$ cat config.mk
export PLATFORM = sky130hd
export DESIGN_NAME = wt_dcache_rd_miss_resp
export DESIGN_NICKNAME = d
export VERILOG_FILES = /design/src/rtl/config_pkg.sv /design/src/rtl/wt_cache_pkg.sv /design/src/rtl/wt_dcache_way_sel.sv /design/src/rtl/wt_dcache_rd_miss_resp.sv
export SDC_FILE = /design/constraint.sdc
export NUM_CORES = 1
export LEC_CHECK = 0
export CAP_MARGIN = 10
export CELL_PAD_IN_SITES_DETAIL_PLACEMENT = 1
export CELL_PAD_IN_SITES_GLOBAL_PLACEMENT = 1
export CORE_AREA = 4 4 153 155
export CTS_CLUSTER_SIZE = 24
export DETAILED_ROUTE_END_ITERATION = 12
export DIE_AREA = 0 0 157 159
export PLACE_DENSITY_LB_ADDON = 0.1
export SLEW_MARGIN = 30
export SYNTH_ARGS = -nofsm -noshare
export SYNTH_HDL_FRONTEND = slang
export SYNTH_SLANG_ARGS = --single-unit
$ cat constraint.sdc
create_clock -name clk_i -period 2.83 [get_ports clk_i]
set_clock_uncertainty 0.2 [all_clocks]
set_input_delay 0.4245 -clock clk_i [delete_from_list [all_inputs] [get_ports clk_i]]
set_output_delay 0.4245 -clock clk_i [all_outputs]
set_load 0.01 [all_outputs]
$ cat src/rtl/config_pkg.sv
// config_pkg: minimal core configuration record consumed by the dcache miss responder.
package config_pkg;
    typedef struct packed {
        int unsigned PLEN;
        int unsigned DCACHE_SET_ASSOC;
        int unsigned DCACHE_LINE_WIDTH;
        int unsigned DCACHE_TAG_WIDTH;
        int unsigned DCACHE_OFFSET_WIDTH;
        int unsigned MEM_TID_WIDTH;
        int unsigned WG_ID_WIDTH;
    } cva6_cfg_t;

    localparam cva6_cfg_t cva6_cfg_empty = '{
        PLEN: 32,
        DCACHE_SET_ASSOC: 4,
        DCACHE_LINE_WIDTH: 128,
        DCACHE_TAG_WIDTH: 20,
        DCACHE_OFFSET_WIDTH: 4,
        MEM_TID_WIDTH: 4,
        WG_ID_WIDTH: 4
    };
endpackage

$ cat src/rtl/wt_cache_pkg.sv
// wt_cache_pkg: shared types for the write-through dcache read-miss responder.
package wt_cache_pkg;
    localparam config_pkg::cva6_cfg_t Cfg = config_pkg::cva6_cfg_empty;
    localparam int unsigned SET_ASSOC = Cfg.DCACHE_SET_ASSOC;
    localparam int unsigned WAY_W = SET_ASSOC > 1 ? $clog2(SET_ASSOC) : 1;

    typedef enum logic [1:0] {IDLE, MEM_REQ, WAIT_RTRN} miss_state_e;

    typedef struct packed {
        logic [Cfg.PLEN-1:0]        paddr;
        logic                       nc;
        logic [2:0]                 size;
        logic [Cfg.WG_ID_WIDTH-1:0] wid;
        logic [SET_ASSOC-1:0]       vld_bits;
        logic [WAY_W-1:0]           way;
    } miss_info_t;
endpackage

$ cat src/rtl/wt_dcache_way_sel.sv
// wt_dcache_way_sel: picks the lowest invalid way, falling back to the round-robin way when the set is full.
module wt_dcache_way_sel #(
    parameter int unsigned SetAssoc = 4,
    localparam int unsigned WayW = SetAssoc > 1 ? $clog2(SetAssoc) : 1
) (
    input  logic [SetAssoc-1:0] vld_bits,
    input  logic [WayW-1:0]     rr_cnt,
    output logic [WayW-1:0]     way,
    output logic                all_vld
);
    logic [WayW-1:0] inv_way;

    always_comb begin
        inv_way = '0;
        for (int i = SetAssoc - 1; i >= 0; i--) inv_way = vld_bits[i] ? inv_way : WayW'(i);
        all_vld = &vld_bits;
        way = all_vld ? rr_cnt : inv_way;
    end
endmodule

$ cat src/rtl/wt_dcache_rd_miss_resp.sv
// wt_dcache_rd_miss_resp: accepts one read miss, fetches the line from memory and writes it into the chosen way.
module wt_dcache_rd_miss_resp
    import wt_cache_pkg::*;
#(
    parameter config_pkg::cva6_cfg_t CVA6Cfg = config_pkg::cva6_cfg_empty,
    parameter int unsigned DCACHE_CL_IDX_WIDTH = 0,
    parameter logic [CVA6Cfg.MEM_TID_WIDTH-1:0] RdTxId = 1,
    localparam int unsigned IdxW = DCACHE_CL_IDX_WIDTH > 0 ? DCACHE_CL_IDX_WIDTH : 1
) (
    input  logic                                   clk_i,
    input  logic                                   rst_i,
    input  logic                                   miss_req_i,
    output logic                                   miss_ack_o,
    output logic                                   miss_replay_o,
    input  logic                                   miss_nc_i,
    input  logic                                   miss_we_i,
    input  logic [CVA6Cfg.DCACHE_SET_ASSOC-1:0]    miss_vld_bits_i,
    input  logic [CVA6Cfg.PLEN-1:0]                miss_paddr_i,
    input  logic [2:0]                             miss_size_i,
    input  logic [CVA6Cfg.MEM_TID_WIDTH-1:0]       miss_id_i,
    input  logic [CVA6Cfg.WG_ID_WIDTH-1:0]         miss_wid_i,
    output logic                                   miss_rtrn_vld_o,
    input  logic                                   wbuffer_hit_i,
    output logic                                   mem_req_o,
    input  logic                                   mem_gnt_i,
    output logic [CVA6Cfg.PLEN-1:0]                mem_paddr_o,
    output logic [2:0]                             mem_size_o,
    output logic                                   mem_nc_o,
    output logic [CVA6Cfg.MEM_TID_WIDTH-1:0]       mem_tid_o,
    output logic [CVA6Cfg.WG_ID_WIDTH-1:0]         mem_wid_o,
    input  logic                                   mem_rtrn_vld_i,
    input  logic [CVA6Cfg.MEM_TID_WIDTH-1:0]       mem_rtrn_tid_i,
    input  logic [CVA6Cfg.DCACHE_LINE_WIDTH-1:0]   mem_rtrn_data_i,
    output logic                                   wr_cl_vld_o,
    output logic [CVA6Cfg.DCACHE_SET_ASSOC-1:0]    wr_cl_we_o,
    output logic                                   wr_cl_nc_o,
    output logic [CVA6Cfg.DCACHE_TAG_WIDTH-1:0]    wr_cl_tag_o,
    output logic [IdxW-1:0]                        wr_cl_idx_o,
    output logic [CVA6Cfg.DCACHE_OFFSET_WIDTH-1:0] wr_cl_off_o,
    output logic [CVA6Cfg.DCACHE_LINE_WIDTH-1:0]   wr_cl_data_o,
    output logic [CVA6Cfg.DCACHE_SET_ASSOC-1:0]    wr_vld_bits_o
);
    localparam int unsigned SA = CVA6Cfg.DCACHE_SET_ASSOC;
    localparam int unsigned PLEN = CVA6Cfg.PLEN;
    localparam int unsigned OFF = CVA6Cfg.DCACHE_OFFSET_WIDTH;
    localparam int unsigned TAG = CVA6Cfg.DCACHE_TAG_WIDTH;

    miss_state_e      state_q;
    miss_info_t       info_q;
    logic [WAY_W-1:0] rr_q, way_sel;
    logic [SA-1:0]    way_oh;
    logic             all_vld, rtrn_hit, unused_in;

    assign unused_in = ^{miss_we_i, miss_id_i};

    wt_dcache_way_sel #(.SetAssoc(SA)) i_way_sel (
        .vld_bits(miss_vld_bits_i),
        .rr_cnt  (rr_q),
        .way     (way_sel),
        .all_vld (all_vld)
    );

    always_comb begin
        miss_ack_o = state_q == IDLE && miss_req_i && !wbuffer_hit_i;
        miss_replay_o = state_q == IDLE && miss_req_i && wbuffer_hit_i;
        mem_req_o = state_q == MEM_REQ;
        // payload is forced to zero outside MEM_REQ so idle outputs stay quiet
        mem_paddr_o = !mem_req_o ? '0 : info_q.nc ? info_q.paddr : {info_q.paddr[PLEN-1:OFF], {OFF{1'b0}}};
        mem_size_o = !mem_req_o ? 3'b000 : info_q.nc ? info_q.size : 3'b111;
        mem_nc_o = mem_req_o && info_q.nc;
        mem_tid_o = mem_req_o ? RdTxId : '0;
        mem_wid_o = mem_req_o ? info_q.wid : '0;
        rtrn_hit = state_q == WAIT_RTRN && mem_rtrn_vld_i && mem_rtrn_tid_i == RdTxId;
        way_oh = SA'(1) << info_q.way;
        miss_rtrn_vld_o = rtrn_hit;
        wr_cl_vld_o = rtrn_hit;
        wr_cl_we_o = rtrn_hit && !info_q.nc ? way_oh : '0;
        wr_cl_nc_o = rtrn_hit && info_q.nc;
        wr_cl_tag_o = rtrn_hit ? info_q.paddr[PLEN-1 -: TAG] : '0;
        wr_cl_idx_o = rtrn_hit ? info_q.paddr[OFF +: IdxW] : '0;
        wr_cl_off_o = rtrn_hit && info_q.nc ? info_q.paddr[OFF-1:0] : '0;
        wr_cl_data_o = rtrn_hit ? mem_rtrn_data_i : '0;
        wr_vld_bits_o = !rtrn_hit ? '0 : info_q.nc ? info_q.vld_bits : info_q.vld_bits | way_oh;
    end

    always_ff @(posedge clk_i or posedge rst_i) begin
        if (rst_i) begin
            state_q <= IDLE;
            info_q <= '0;
            rr_q <= '0;
        end else if (miss_ack_o) begin
            state_q <= MEM_REQ;
            info_q <= '{paddr: miss_paddr_i, nc: miss_nc_i, size: miss_size_i, wid: miss_wid_i,
                        vld_bits: miss_vld_bits_i, way: way_sel};
            if (all_vld && !miss_nc_i) rr_q <= rr_q + WAY_W'(1);
        end else if (mem_req_o && mem_gnt_i) begin
            state_q <= WAIT_RTRN;
        end else if (rtrn_hit) begin
            state_q <= IDLE;
        end
    end
endmodule
# == Yosys cells after proc, flatten, opt, wreduce, memory -nomap -nowiden ==
# Index checks and enable logic that the tools add are counted.
# word_totals
inputBits,187
output_inout_bits,211
regBits,50
word_cells,52
# classes
shift,1
n_addsub,1
n_reduce_logical,17
bitwise_logic,1
eq_ne,3
muxes,21
# ops
operator,n
$mux 128,1
$mux 32,1
$mux 4,6
$mux 20,1
$mux 2,8
$logic_and 1x1->1,10
$mux 3,2
$eq 4x1->1 const B,1
$or 4x4->4,1
$reduce_and 4->1,1
$shl 1x2->4 const A,1
$logic_not 1->1,3
$reduce_bool 3->1,1
$add 2x1->2 const B,1
$eq 2x1->1 const B,1
$eq 2x2->1 const B,1
$logic_not 2->1,1
$mux 1,2
$reduce_and 2->1,1

# == Depth between registers and ports, before layout ==
# depth
depth_word,6
ltp_mapped,7
mapped_depth_nobuf,4

# == Cells and area by module ==
# A second synthesis with hierarchy kept.
# unflattened
cells_unflattened,373
hier_area_um2,3460.8
# modules_own_cells
mod,cells_each,area_each_um2,n_inst
wt_dcache_rd_miss_resp,366,3420.8,1
wt_dcache_way_sel,7,40.0,1

# == Least setup slack after synthesis ==
# OpenSTA, ideal clock, no wires.
# synth_path
path_type,input to output
from,in mem_rtrn_tid_i[1]
to,out wr_cl_data_o[100]
stages,7
slack_ns,0.615
arrival_time_ns,1.591
path_buffers,3
cell_sequence,nand4b_1 -> or4_1 -> buf_2 -> clkinv_2 -> buf_8 -> buf_6 -> and2_1
# synth_via
elab_chain_len,3
# synth_rtl
item,line,text
start: declaration,wt_dcache_rd_miss_resp.sv:32,"input logic [CVA6Cfg.MEM_TID_WIDTH-1:0] mem_rtrn_tid_i,"
$eq 4x1->1,wt_dcache_rd_miss_resp.sv:73,rtrn_hit = state_q == WAIT_RTRN && mem_rtrn_vld_i && mem_rtrn_tid_i == RdTxId;
$logic_and 1x1->1,wt_dcache_rd_miss_resp.sv:73,
$mux 128,wt_dcache_rd_miss_resp.sv:82,wr_cl_data_o = rtrn_hit ? mem_rtrn_data_i : '0;
end: declaration,wt_dcache_rd_miss_resp.sv:40,"output logic [CVA6Cfg.DCACHE_LINE_WIDTH-1:0] wr_cl_data_o,"
# No other way between the ends.

# == Final worst setup path ==
# layout_path
from,reg state_q[1]
to,out wr_cl_data_o[69]
# layout_via
elab_chain_len,4
# layout_rtl
item,line,text
start: declaration,wt_dcache_rd_miss_resp.sv:48,miss_state_e state_q;
start signal: assignment,wt_dcache_rd_miss_resp.sv:88,state_q <= IDLE;
start signal: assignment,wt_dcache_rd_miss_resp.sv:92,state_q <= MEM_REQ;
start signal: assignment,wt_dcache_rd_miss_resp.sv:97,state_q <= WAIT_RTRN;
$eq 2x2->1,wt_dcache_rd_miss_resp.sv:73,
$logic_and 1x1->1 (2 in a row),wt_dcache_rd_miss_resp.sv:73,
$mux 128,wt_dcache_rd_miss_resp.sv:82,
# No other way between the ends.

==> results.json <==
{
  "total_power_w": 0.00313,
  "cpMostUsedCell": "buf_6",
  "reg2reg_slack_ns": 0.41,
  "slew_violations": 0,
  "synth_area_mm2": 0.00348,
  "yosys-top-cells-area": "dfrtp_1, and2_1, nand2_1, buf_6, and3_1",
  "drv_cap": 0,
  "holdWs_ns": 0.271,
  "synth_top_area_share_pct": 35.9,
  "leakagePower_nw": 4.12,
  "hp-class": "register to register",
  "syn_inst": 458,
  "nNetsFinal": 1031,
  "rsz0062_at_grt": "yes",
  "powerDensity_mw_per_mm2": 391,
  "yosys.cell_types.count": 27,
  "place.gp.congestion": 0.881,
  "seq_area_frac_synth_pct": 35.9,
  "syn_to_final_growth_pct": 130,
  "antenna_found_initial": 6,
  "critPathMaxFanout": 24,
  "reg2reg_from": "state_q[0]",
  "yosys_register_bits": 50,
  "cp.depth": 9,
  "synthArstFlopShare_pct": 100,
  "root_buffer": "clkbuf_16",
  "status": "finished, final reports clean",
  "drtPass1Iterations": 4,
  "period_needed_ns": 2.77,
  "required_ns": 2.21,
  "critPathTopFamily": "simple AND/OR/NAND/NOR gates",
  "dp_slack_ns": -0.549,
  "synth_common_cells": "and2_1, nand2_1, dfrtp_1",
  "worst-path-buf-inv": 6,
  "io_buffers": 389,
  "finalSetupViolCount": 0,
  "num_io_pins": 398,
  "htree_levels": 2,
  "ir_drop_uv": 299,
  "crit_slowest_cell": "or4_4",
  "via_count": 4500,
  "dieArea_mm2": 0.0250,
  "min_period_over_period_pct": 98.0,
  "avgSynthCellArea_um2": 7.61,
  "place_hpwl_um": 18900,
  "max_stage_delay_ns": 0.49,
  "overflow": 0,
  "wirelength_um": 23300,
  "layout-drive-gt1-share_pct": 18.5,
  "cp.arrival_ns": 2.15,
  "via_per_inst": 3.99,
  "grt_start_max_net_pins": 50,
  "end_kind": "output port",
  "crit_chain": "nand4b_1 -> or4_4 -> clkinv_8 -> buf_6 -> buf_6 -> buf_12 -> clkbuf_16 -> and2_1 -> buf_2",
  "fin_setup_tns_ns": 0,
  "clock_path_buffers": 2,
  "post-route-util_pct": 36.7,
  "cts_buffers": 5,
  "grt_usage_pct": 17.3,
  "grt_pass1_vias": 4879,
  "worstMarginPinSlew_ns": 0.640,
  "r2r-end": "info_q[0]",
  "reg2reg_depth": 6,
  "final_hold_viol_count": 0,
  "start_util_pct": 16.0,
  "clock_sinks": 50,
  "cp-startpoint": "state_q[1]",
  "holdBufCountCts": 0,
  "drtIter0Drc": 119,
  "placementRows": 54,
  "slew_headroom_pct": 57.3,
  "die_w_um": 157,
  "synth_edf_count": 0,
  "tritoncts": "yes",
  "crit_type": "register to output port",
  "die_y_um": 159,
  "core_area_mm2": 0.0218,
  "min_from": "info_q[23]",
  "clkTransAtPathRegs_ns": 0.07,
  "grt_pass1_wl_um": 33000,
  "synthFlopType": "dfrtp_1",
  "layout_setup_ws_ns": 0.0576,
  "clkLatencyLatePin_ns": 0.29,
  "wl_per_cell_um": 20.6,
  "yosysWarnings": 0,
  "drtAntennaViolNets": 0,
  "synth_area_leader_cell": "dfrtp_1",
  "holdPathStages": 2,
  "post-synth-top-count-cell": "and2_1",
  "cp-start-kind": "register",
  "fmax_ghz": 0.361,
  "crit_end": "wr_cl_data_o[69]",
  "n_fill_cell": 2605,
  "drc_errors": 0
}
[repair_timing]
item                                    4_1_cts  5_1_grt
setup buffers                                 0        7
gates cloned                                  0        4
gates resized for setup                     385      140
pin swaps                                     0        4
endpoints found under the setup margin      181      159
[cells by family (layout without fill, tap and decap cells)]
| logic type | count (synthesis) | count (layout) | synth area share, % |
|---|---|---|---|
| AND/OR/NAND/NOR | 345 | 345 | 52.6 |
| flip-flops | 50 | 50 | 35.9 |
| buffers and inverters | 46 | 431 | 8.58 |
| AO/OA/AOI/OAI | 14 | 14 | 2.30 |
| XOR/XNOR | 2 | 2 | 0.503 |
| other | 1 | 6 | 0.108 |
[worst min-delay path by stage]
stage,to
4_1_cts,info_q[22]
5_1_grt,info_q[19]
2_1_floorplan,info_q[19]
3_5_place_dp,info_q[22]
6_report,info_q[23]
3_3_place_gp,info_q[8]
[sequential cells by signal, indices dropped and copies added, names as in the netlist]
register,flops
info_q,46
state_q,2
rr_q,2
[through the flow]
stage,instance area [um2],instances
after floorplan,3490,460
after global placement,7600,1106
after detailed placement,7600,1106
after CTS,7670,1114
after global routing,8000,1126
final,8000,1128
[final cells by class]
type	count	area, um2	share of cell area, %
sequential	50	1250	15.6
clock buffer	5	125	1.56
tap	280	350	4.38
multi-input combinational	364	2000	25.0
clock inverter	3	18.8	0.235
antenna	3	7.51	0.0938
timing repair buffer	415	4210	52.6
inverter	8	42.5	0.532
[power by group]
part / internal, W / total (W) / switching, W
clock: 0.000328 / 0.000597 / 0.000269
combinational: 0.000678 / 0.00124 / 0.000563
sequential: 0.00104 / 0.00129 / 0.000257
total: 0.00204 / 0.00313 / 0.00109
[routing by layer]
metal	global-route usage [%]	part of all wire (%)
met4	2.52	1.4
met5	0	0.18
met1	20.6	41
met2	29.7	48
met3	7.07	9.3
[worst register-to-register path, delay by kind of cell (launching register included)]
kind	cells	cell delay, ns
buffers and inverters	3	0.70
DFF	1	0.40
AOI/OAI and AO/OA	1	0.18
and+or+nand+nor	2	0.84
[cell usage in the layout (no fill, tap or decap), types with 6 or more instances in the layout]
cell / count
clkdlybuf4s50_1: 214
and2_1: 162
nand2_1: 132
dfrtp_1: 50
clkdlybuf4s15_1: 36
clkdlybuf4s15_2: 33
buf_6: 30
dlymetal6s2s_1: 23
and2_4: 22
dlygate4sd2_1: 22
buf_2: 21
buf_4: 16
and3_1: 11
clkbuf_16: 8
clkbuf_2: 8
nor2_1: 7
a21oi_1: 6
Power figures use the tool's default switching activity.
